`config.mk`:
```
export PLATFORM = sky130hd
export DESIGN_NAME = seg7_scan_driver
export DESIGN_NICKNAME = d
export VERILOG_FILES = /design/src/rtl/display_pkg.sv /design/src/rtl/bin2bcd_seq.sv /design/src/rtl/seg7_scan_driver.sv
export SDC_FILE = /design/constraint.sdc
export NUM_CORES = 1
export LEC_CHECK = 0
export ABC_AREA = 1
export CORE_ASPECT_RATIO = 1.25
export CORE_MARGIN = 2
export CORE_UTILIZATION = 55
export CTS_CLUSTER_DIAMETER = 80
export DETAILED_ROUTE_END_ITERATION = 6
export GPL_ROUTABILITY_DRIVEN = 0
export HOLD_SLACK_MARGIN = 0.03
export PLACE_DENSITY_LB_ADDON = 0.25
export SLEW_MARGIN = 40
export SYNTH_ARGS = -nofsm -noshare
export SYNTH_HDL_FRONTEND = slang
export SYNTH_SLANG_ARGS = --single-unit
export TNS_END_PERCENT = 30
```
`constraint.sdc`:
```
create_clock -name clk_in -period 3.5 [get_ports clk_in]
set_clock_uncertainty 0.15 [all_clocks]
set_input_delay 0.35 -clock clk_in [delete_from_list [all_inputs] [get_ports clk_in]]
set_output_delay 0.35 -clock clk_in [all_outputs]
set_load 0.01 [all_outputs]
```
`src/rtl/display_pkg.sv`:
```
// Shared definitions for the seven-segment display driver.
//   NUM_DIGITS : number of multiplexed digits
//   VALUE_MAX  : largest displayable value; larger inputs saturate to it
//   SEG_BLANK  : active-low segment pattern with every segment off
//   font()     : BCD digit to active-low {g,f,e,d,c,b,a} pattern
package display_pkg;

  localparam int unsigned NUM_DIGITS = 4;
  localparam logic [13:0] VALUE_MAX  = 14'd9999;
  localparam logic [6:0]  SEG_BLANK  = 7'h7F;

  typedef enum logic [1:0] {
    StIdle,
    StShift,
    StDone
  } conv_state_e;

  // Non-decimal nibbles cannot come out of the converter; show them blank.
  function automatic logic [6:0] font(input logic [3:0] nib);
    logic [6:0] pat;
    case (nib)
      4'd0:    pat = 7'h40;
      4'd1:    pat = 7'h79;
      4'd2:    pat = 7'h24;
      4'd3:    pat = 7'h30;
      4'd4:    pat = 7'h19;
      4'd5:    pat = 7'h12;
      4'd6:    pat = 7'h02;
      4'd7:    pat = 7'h78;
      4'd8:    pat = 7'h00;
      4'd9:    pat = 7'h10;
      default: pat = SEG_BLANK;
    endcase
    return pat;
  endfunction

endpackage

```
`src/rtl/bin2bcd_seq.sv`:
```
// Free-running sequential double-dabble converter, 16 cycles per conversion.
//   clk_in : clock
//   rst    : synchronous active-high reset
//   bin    : binary input, sampled (and saturated) in the idle cycle
//   bcd    : BCD accumulator; holds the finished result while done is high
//   done   : one-cycle pulse when bcd holds a completed conversion
module bin2bcd_seq
  import display_pkg::*;
(
  input  logic        clk_in,
  input  logic        rst,
  input  logic [13:0] bin,
  output logic [15:0] bcd,
  output logic        done
);

  conv_state_e r_state, w_state_nx;
  logic [3:0]  r_iter, w_iter_nx;
  logic [13:0] r_bin, w_bin_nx;
  logic [15:0] r_bcd, w_bcd_nx;
  logic [15:0] w_bcd_adj;
  logic [13:0] w_bin_sat;

  assign w_bin_sat = (bin > VALUE_MAX) ? VALUE_MAX : bin;

  // Add-3 correction applied before every shift.
  always_comb begin
    w_bcd_adj = r_bcd;
    for (int k = 0; k < 4; k++) begin
      if (r_bcd[4*k +: 4] >= 4'd5) begin
        w_bcd_adj[4*k +: 4] = r_bcd[4*k +: 4] + 4'd3;
      end
    end
  end

  always_comb begin
    w_state_nx = r_state;
    w_iter_nx  = r_iter;
    w_bin_nx   = r_bin;
    w_bcd_nx   = r_bcd;
    done       = 1'b0;
    case (r_state)
      StIdle: begin
        w_bin_nx   = w_bin_sat;
        w_bcd_nx   = '0;
        w_iter_nx  = '0;
        w_state_nx = StShift;
      end
      StShift: begin
        {w_bcd_nx, w_bin_nx} = {w_bcd_adj[14:0], r_bin, 1'b0};
        if (r_iter == 4'd13) begin
          w_iter_nx  = '0;
          w_state_nx = StDone;
        end else begin
          w_iter_nx = r_iter + 4'd1;
        end
      end
      StDone: begin
        done       = 1'b1;
        w_state_nx = StIdle;
      end
      default: w_state_nx = StIdle;
    endcase
  end

  always_ff @(posedge clk_in) begin
    if (rst) begin
      r_state <= StIdle;
      r_iter  <= '0;
      r_bin   <= '0;
      r_bcd   <= '0;
    end else begin
      r_state <= w_state_nx;
      r_iter  <= w_iter_nx;
      r_bin   <= w_bin_nx;
      r_bcd   <= w_bcd_nx;
    end
  end

  assign bcd = r_bcd;

endmodule

```
`src/rtl/seg7_scan_driver.sv`:
```
// Four-digit multiplexed seven-segment driver with background BCD conversion.
//   clk_in  : 1 kHz clock            rst     : synchronous active-high reset
//   value   : binary value to show   blank   : 1 = all anodes off
//   blink   : 1 = gate by blink phase
//   dp_mask : per-digit decimal point enable (bit 0 = rightmost)
//   an      : active-low anodes      seg     : active-low {g,f,e,d,c,b,a}
//   dp      : active-low decimal point
module seg7_scan_driver
  import display_pkg::*;
#(
  parameter int unsigned BLINK_HALF_PERIOD  = 250,
  parameter bit          LEADING_ZERO_BLANK = 1'b1
) (
  input  logic        clk_in,
  input  logic        rst,
  input  logic [13:0] value,
  input  logic        blank,
  input  logic        blink,
  input  logic [3:0]  dp_mask,
  output logic [3:0]  an,
  output logic [6:0]  seg,
  output logic        dp
);

  localparam int unsigned BlinkW = (BLINK_HALF_PERIOD > 1) ? $clog2(BLINK_HALF_PERIOD) : 1;
  localparam logic [BlinkW-1:0] BlinkLast = BlinkW'(BLINK_HALF_PERIOD - 1);

  logic [1:0]        r_idx;
  logic [BlinkW-1:0] r_blink_cnt;
  logic              r_phase;
  logic [15:0]       r_disp_bcd;
  logic [3:0]        r_an;
  logic [6:0]        r_seg;
  logic              r_dp;

  logic [15:0] w_bcd;
  logic        w_done;
  logic [3:0]  w_upper_zero;
  logic [3:0]  w_nib;
  logic        w_digit_en;

  bin2bcd_seq u_conv (
    .clk_in (clk_in),
    .rst    (rst),
    .bin    (value),
    .bcd    (w_bcd),
    .done   (w_done)
  );

  // w_upper_zero[k]: nibbles k..3 of the displayed value are all zero.
  always_comb begin
    w_upper_zero    = '0;
    w_upper_zero[3] = (r_disp_bcd[15:12] == 4'd0);
    w_upper_zero[2] = w_upper_zero[3] && (r_disp_bcd[11:8] == 4'd0);
    w_upper_zero[1] = w_upper_zero[2] && (r_disp_bcd[7:4] == 4'd0);
    w_upper_zero[0] = w_upper_zero[1] && (r_disp_bcd[3:0] == 4'd0);
    w_nib           = r_disp_bcd[{r_idx, 2'b00} +: 4];
    w_digit_en      = !blank && (!blink || r_phase) &&
                      !(LEADING_ZERO_BLANK && (r_idx != 2'd0) && w_upper_zero[r_idx]);
  end

  // Outputs use the pre-edge r_disp_bcd, so a same-edge update shows next scan.
  always_ff @(posedge clk_in) begin
    if (rst) begin
      r_idx       <= '0;
      r_blink_cnt <= '0;
      r_phase     <= 1'b1;
      r_disp_bcd  <= '0;
      r_an        <= 4'hF;
      r_seg       <= SEG_BLANK;
      r_dp        <= 1'b1;
    end else begin
      r_idx <= r_idx + 2'd1;
      if (r_blink_cnt == BlinkLast) begin
        r_blink_cnt <= '0;
        r_phase     <= ~r_phase;
      end else begin
        r_blink_cnt <= r_blink_cnt + BlinkW'(1);
      end
      if (w_done) begin
        r_disp_bcd <= w_bcd;
      end
      if (w_digit_en) begin
        r_an  <= ~(4'b0001 << r_idx);
        r_seg <= font(w_nib);
        r_dp  <= ~dp_mask[r_idx];
      end else begin
        r_an  <= 4'hF;
        r_seg <= SEG_BLANK;
        r_dp  <= 1'b1;
      end
    end
  end

  assign an  = r_an;
  assign seg = r_seg;
  assign dp  = r_dp;

endmodule

```
# Word-level counts from Yosys, hierarchy flattened

Memory sizes are Yosys's and may differ from the RTL's. A register that Yosys moved wholly into a read port is not among the register bits.
Cells that the tools add are included.

Register bits after elaboration: 68
ROM bits: 112
Input bits: 22
Output and inout bits: 12
Memories: 1

Memory list:

| name             | depth | width | read ports | clocked after Yosys merged registers in | write ports | RTL line          | text |
|---|---|---|---|---|---|---|---|
| (name not given) | 16    | 7     | 1          | 1                                       | 0           | display_pkg.sv:21 | `case (nib)` |

$add $sub $neg: 7
$lt $le $gt $ge: 6
Equality and inequality tests: 5
Shift operators: 2
Multiplexer cells: 16
Bitwise logic cells: 4
Reductions and logical operators: 19

Operators with widths:

| cell                                                               | number |
|---|---|
| one-hot mux 16 bit (2 select lines)                                | 1 |
| one-hot mux 14 bit (2 select lines)                                | 1 |
| greater-or-equal comparator 4 x 3 -> 1 bit (second input constant) | 4 |
| logical NOT 4 bit                                                  | 4 |
| two-way mux 4 bit                                                  | 4 |
| indexed part select 16 x 5 -> 4 bit                                | 1 |
| greater-than comparator 14 bit (second input constant)             | 1 |
| two-way mux 14 bit                                                 | 1 |
| adder 4 x 2 -> 4 bit (second input constant)                       | 3 |
| adder 8 x 1 -> 8 bit (second input constant)                       | 1 |
| equality test 8 bit (second input constant)                        | 1 |
| one-hot mux 4 bit (2 select lines)                                 | 1 |
| logical AND 1 bit                                                  | 6 |
| adder 4 x 1 -> 4 bit (second input constant)                       | 1 |
| binary-select mux 1 bit (select 2 bit)                             | 2 |
| equality test 4 bit (second input constant)                        | 1 |
| inverter 4 bit                                                     | 1 |
| one-hot mux 2 bit (2 select lines)                                 | 1 |
| nonzero test 2 bit                                                 | 2 |
| OR reduction 2 bit                                                 | 2 |
| << shifter 1 x 2 -> 4 bit (first input constant)                   | 1 |
| adder 3 x 2 -> 3 bit (second input constant)                       | 1 |
| logical NOT 1 bit                                                  | 3 |
| less-than comparator 2 x 3 -> 1 bit (second input constant)        | 1 |
| other kinds (10)                                                   | 14 |

# Logic depth before layout (Yosys ltp)

Word-level depth: 11
Gate-level depth with buffers: 11
Depth with buffers taken out: 11

# Hierarchy

A second synthesis with hierarchy kept.

Cell total of the unflattened synthesis: 510
Area, all modules: 3,843.7 um^2

By module, submodules not included:

| module           | instances | cells each | area each (um^2) |
|---|---|---|---|
| bin2bcd_seq      | 1         | 275        | 2,062.0 |
| seg7_scan_driver | 1         | 235        | 1,781.7 |

# Least setup slack after synthesis

No wires, ideal clock.

Kind: reg-to-reg
Start point: register r_idx[0]
End point: register r_seg[3], in the netlist seg[3]
Setup time: 0.117 ns
Data arrival time: 1.412 ns
Path slack: 1.821 ns
Stages on the path, launching flop included: 10
Buffers on the path: 1
Cells stage by stage: dfxtp_1 > buf_6 > nand2_1 > nand3_1 > and2_1 > inv_1 > ha_1 > nand2_1 > nand3_1 > nand2_2

Word-level cells in the longest chain between the ends: 7
Elaborated cells between the ends (all ways): 9
Those cells by class: shift (1); mux (2); bitwise (1); reduce/logical (5)

Ends and longest elaborated chain:

| element                                 | RTL line               | text |
|---|---|---|
| start: declaration                      | seg7_scan_driver.sv:28 | `logic [1:0] r_idx;` |
| start signal: assignment                | seg7_scan_driver.sv:73 | `r_idx <= r_idx + 2'd1;` |
| binary-select mux 1 bit (select 2 bit)  | seg7_scan_driver.sv:59 | `!(LEADING_ZERO_BLANK && (r_idx != 2'd0) && w_upper_zero[r_idx]);` |
| two-way mux 1 bit (not written as such) | seg7_scan_driver.sv:59 |  |
| logical AND 1 bit                       | seg7_scan_driver.sv:59 |  |
| logical NOT 1 bit                       | seg7_scan_driver.sv:59 |  |
| logical AND 1 bit                       | seg7_scan_driver.sv:58 | `w_digit_en = !blank && (!blink \|\| r_phase) &&` |
| inverter 1 bit (no source line)         | n/a                    |  |
| OR reduction 2 bit (no source line)     | n/a                    |  |
| end: declaration                        | seg7_scan_driver.sv:33 | `logic [6:0] r_seg;` |

Parallel ways exist; a longest one is shown, timed or not. The select of a mux whose other input is x is not followed.
A chain may end at the register's enable or synchronous reset.

# Worst setup path after layout

Start point: register r_idx[0]
End point: register r_seg[4], in the netlist seg[4]

The elaborated chain is that of the path after synthesis.

==> reports/metrics.cfg <==
[timing]
hold_viol=0
finalSetupViolations=0
slew_headroom_pct=65.4
clock.fmax_mhz=484
max_slew.worst_pin.slew_ps=520
fin_crit_ps=2070
whs_ps=215
rsz0062_at_grt=false
finalSetupTns_ps=0
slew_violations=0
finalCritPeriodShare_pct=59.1

[clock_network]
cts_setup_buffers=0
cts_made_buffers=9
postCtsResizedCells=0
cts_max_level=3
clock-sinks=75
cts_tree=built
clockBufferDepth=2
holdBufCountCts=0
clkTransAtPathRegs_ps=80
root_buffer=clkbuf_8
clk_latency_ps=340

[worst_setup_path]
cpMaxStageDelayCell=dfxtp_1
cp.arrival_ps=2160
worstPathRequired_ps=3590
cp-start-kind=register
worstSetupEndpointType=register
crit_type=reg -> reg
cpMostUsedCell=nand2_1
crit_fanout=17
max_stage_delay_ps=640
path_cells=inv_2 -> nand2_1 -> nand3_1 -> and2_1 -> inv_1 -> ha_1 -> inv_1 -> nor2_2 -> nand2_1 -> nand2_1 -> nand2_1

[power]
pwr-share-seq_pct=48.7
p_per_area_mw_per_mm2=422
swShare_pct=23.7
ir_drop_mv=0.242
power.leakage_nw=1.83
intPower_mw=1.40
switchingPower_mw=0.435
clockPowerShare_pct=40.4
comb_power_share_pct=10.8

[detailed_routing]
vias=3158
wl_um=6720
vias_per_cell=4.98
antenna_left=0
drtIter0Drc=94
dr.pass1.iters=4
wire_per_inst_um=10.6
drc=0

[logic_synthesis]
avgSynthCellArea_sq_um=7.33
yosysSeqAreaShare_pct=40.0
syn_inst=512
synth.top_cell.area_share_pct=40.0
yosys_warnings=0
yosys-top-cells-area=dfxtp_1 40%, nand2_1 11%, inv_1 7.4%, ha_1 7.0%, nor2_1 5.0%
ys_ff_latch=75
yosysTopAreaCell=dfxtp_1
ys_types=34
syn-num-nets=555
synth_area_sq_mm=0.00375

[finish]
diodes=0
drive_gt1_share_pct=9.14
nFillCells=552
syn2layout_area_growth_pct=16.1
nets=585

[grt]
antenna_found_initial=0
grtUsageTotal_pct=19.7
grt_pass1_wl_um=12000
grt_overflow=0
grt_start_max_net_pins=52
grt_pass1_vias=2934

[floorplan]
core_area_sq_mm=0.00657
initial_core_util_pct=57.2
num_io_pins=34
die_area_sq_mm=0.00751
die_w_um=77.9
dieHeight_um=96.4
rows=33

[placed_design]
portBuffers=33
hpwl_um=5040

[flow_run]
cap_violations=0

[outcome]
outcome=finished clean

[min_path]
hold_path.class=in -> reg

sequential cells by signal, summed over array words and instances (netlist names):
register and cells:
r_disp_bcd 16, u_conv.bcd 16, u_conv.r_bin 14, r_blink_cnt 8
seg 7, an 4, u_conv.r_iter 4, r_idx 2
u_conv.r_state 2, dp 1, r_phase 1
kinds of logic (layout without fill, tap and decap cells):
group           Yosys count  count (layout)  share of synthesized area [%]
compound gates           88              88                           13.8
xor+xnor                  8               8                           1.87
fa+ha+maj                21              21                           7.00
buf+inv                 100             135                           10.7
flops                    75              75                           40.0
simple gates            220             220                           26.7
worst paths after layout:
check                                            endpoint  slack (ps)                      start  cells after the start
worst max-delay path                    seg[4]$_SDFF_PP1_        1430        r_idx[0]$_SDFF_PP0_                     11
worst min-delay path                 r_phase$_SDFFE_PP1P_         210                        rst                      3
worst max register to register          seg[4]$_SDFF_PP1_        1430        r_idx[0]$_SDFF_PP0_                     11
worst min register to register  r_blink_cnt[0]$_SDFF_PP0_         320  r_blink_cnt[0]$_SDFF_PP0_                      1
placed cells by master (no fill, tap or decap), types with 3 or more instances in the layout:
| cell type | instances |
|---|---|
| a211oi_1 | 15 |
| a21oi_1 | 31 |
| buf_4 | 3 |
| clkbuf_8 | 11 |
| clkdlybuf4s50_1 | 32 |
| dfxtp_1 | 75 |
| ha_1 | 21 |
| inv_1 | 74 |
| inv_2 | 7 |
| nand2_1 | 109 |
| nand2_2 | 9 |
| nand2_4 | 4 |
| nand3_1 | 28 |
| nand3_2 | 4 |
| nand4_1 | 4 |
| nor2_1 | 50 |
| nor3_1 | 3 |
| o211ai_1 | 3 |
| o21a_1 | 4 |
| o21ai_0 | 17 |
| o22ai_1 | 13 |
| xor2_1 | 8 |
worst max-delay path, delay by kind of cell, from the launching register on:
kind	cells	cell delay, ps
adder cells (fa/ha/maj)	1	170
buffers and inverters	3	380
flip-flops	1	640
AND/OR/NAND/NOR	7	630
per-stage QoR:
stage | utilization, % | std cells | area [sq um] | power [mW] | setup slack (ps)
2_1_floorplan | - | 512 | 3750 | 1.05 | 1820
3_3_place_gp | 62.9 | 618 | 4130 | 1.11 | 1540
3_5_place_dp | 62.9 | 618 | 4130 | 1.12 | 1420
4_1_cts | 66.4 | 634 | 4360 | 1.86 | 1430
5_1_grt | 66.4 | 634 | 4360 | 1.92 | 1260
6_report | 66.4 | 634 | 4360 | 1.84 | 1430
cells in the mapped netlist (all sizes together):
library cell  count
o21a              4
nor2             54
clkinv            1
and2              2
xor2              8
nand3            32
a211oi           15
a21o              1
nand2           122
nand4             4
and3b             1
a31oi             2
dfxtp            75
clkbuf            9
o22ai            13
buf               8
ha               21
nor3b             1
o211ai            3
o21ai            19
nor3              3
a21oi            31
or2               1
inv              82
layer usage:
metal	wire [um]	vias up	GRT usage [%]
met5	0	-	0
met4	78	0	8.92
met3	264	5	3.85
met2	3510	53	38.2
met1	2870	1407	20.5
li1	-	1693	-
power by group through the flow:
| stage | clock (mW) | sequential (mW) | combinational, mW |
|---|---|---|---|
| floorplan | 0 | 0.916 | 0.137 |
| global placement | 0 | 0.915 | 0.196 |
| detailed placement | 0 | 0.916 | 0.201 |
| finish | 0.744 | 0.896 | 0.199 |
| global route | 0.799 | 0.899 | 0.225 |
| CTS | 0.763 | 0.896 | 0.202 |
cell type report:
cell class | instances | area [sq um] | share of cell area [%]
multi-input cells | 337 | 1850 | 42.5
flip-flops and latches | 75 | 1500 | 34.5
repair buffers | 36 | 348 | 7.98
inverters | 83 | 320 | 7.35
clock buffers | 12 | 155 | 3.56
well taps | 87 | 109 | 2.50
clock inverters | 4 | 72.6 | 1.67
Note: power is estimated with default switching activity, not from simulation.
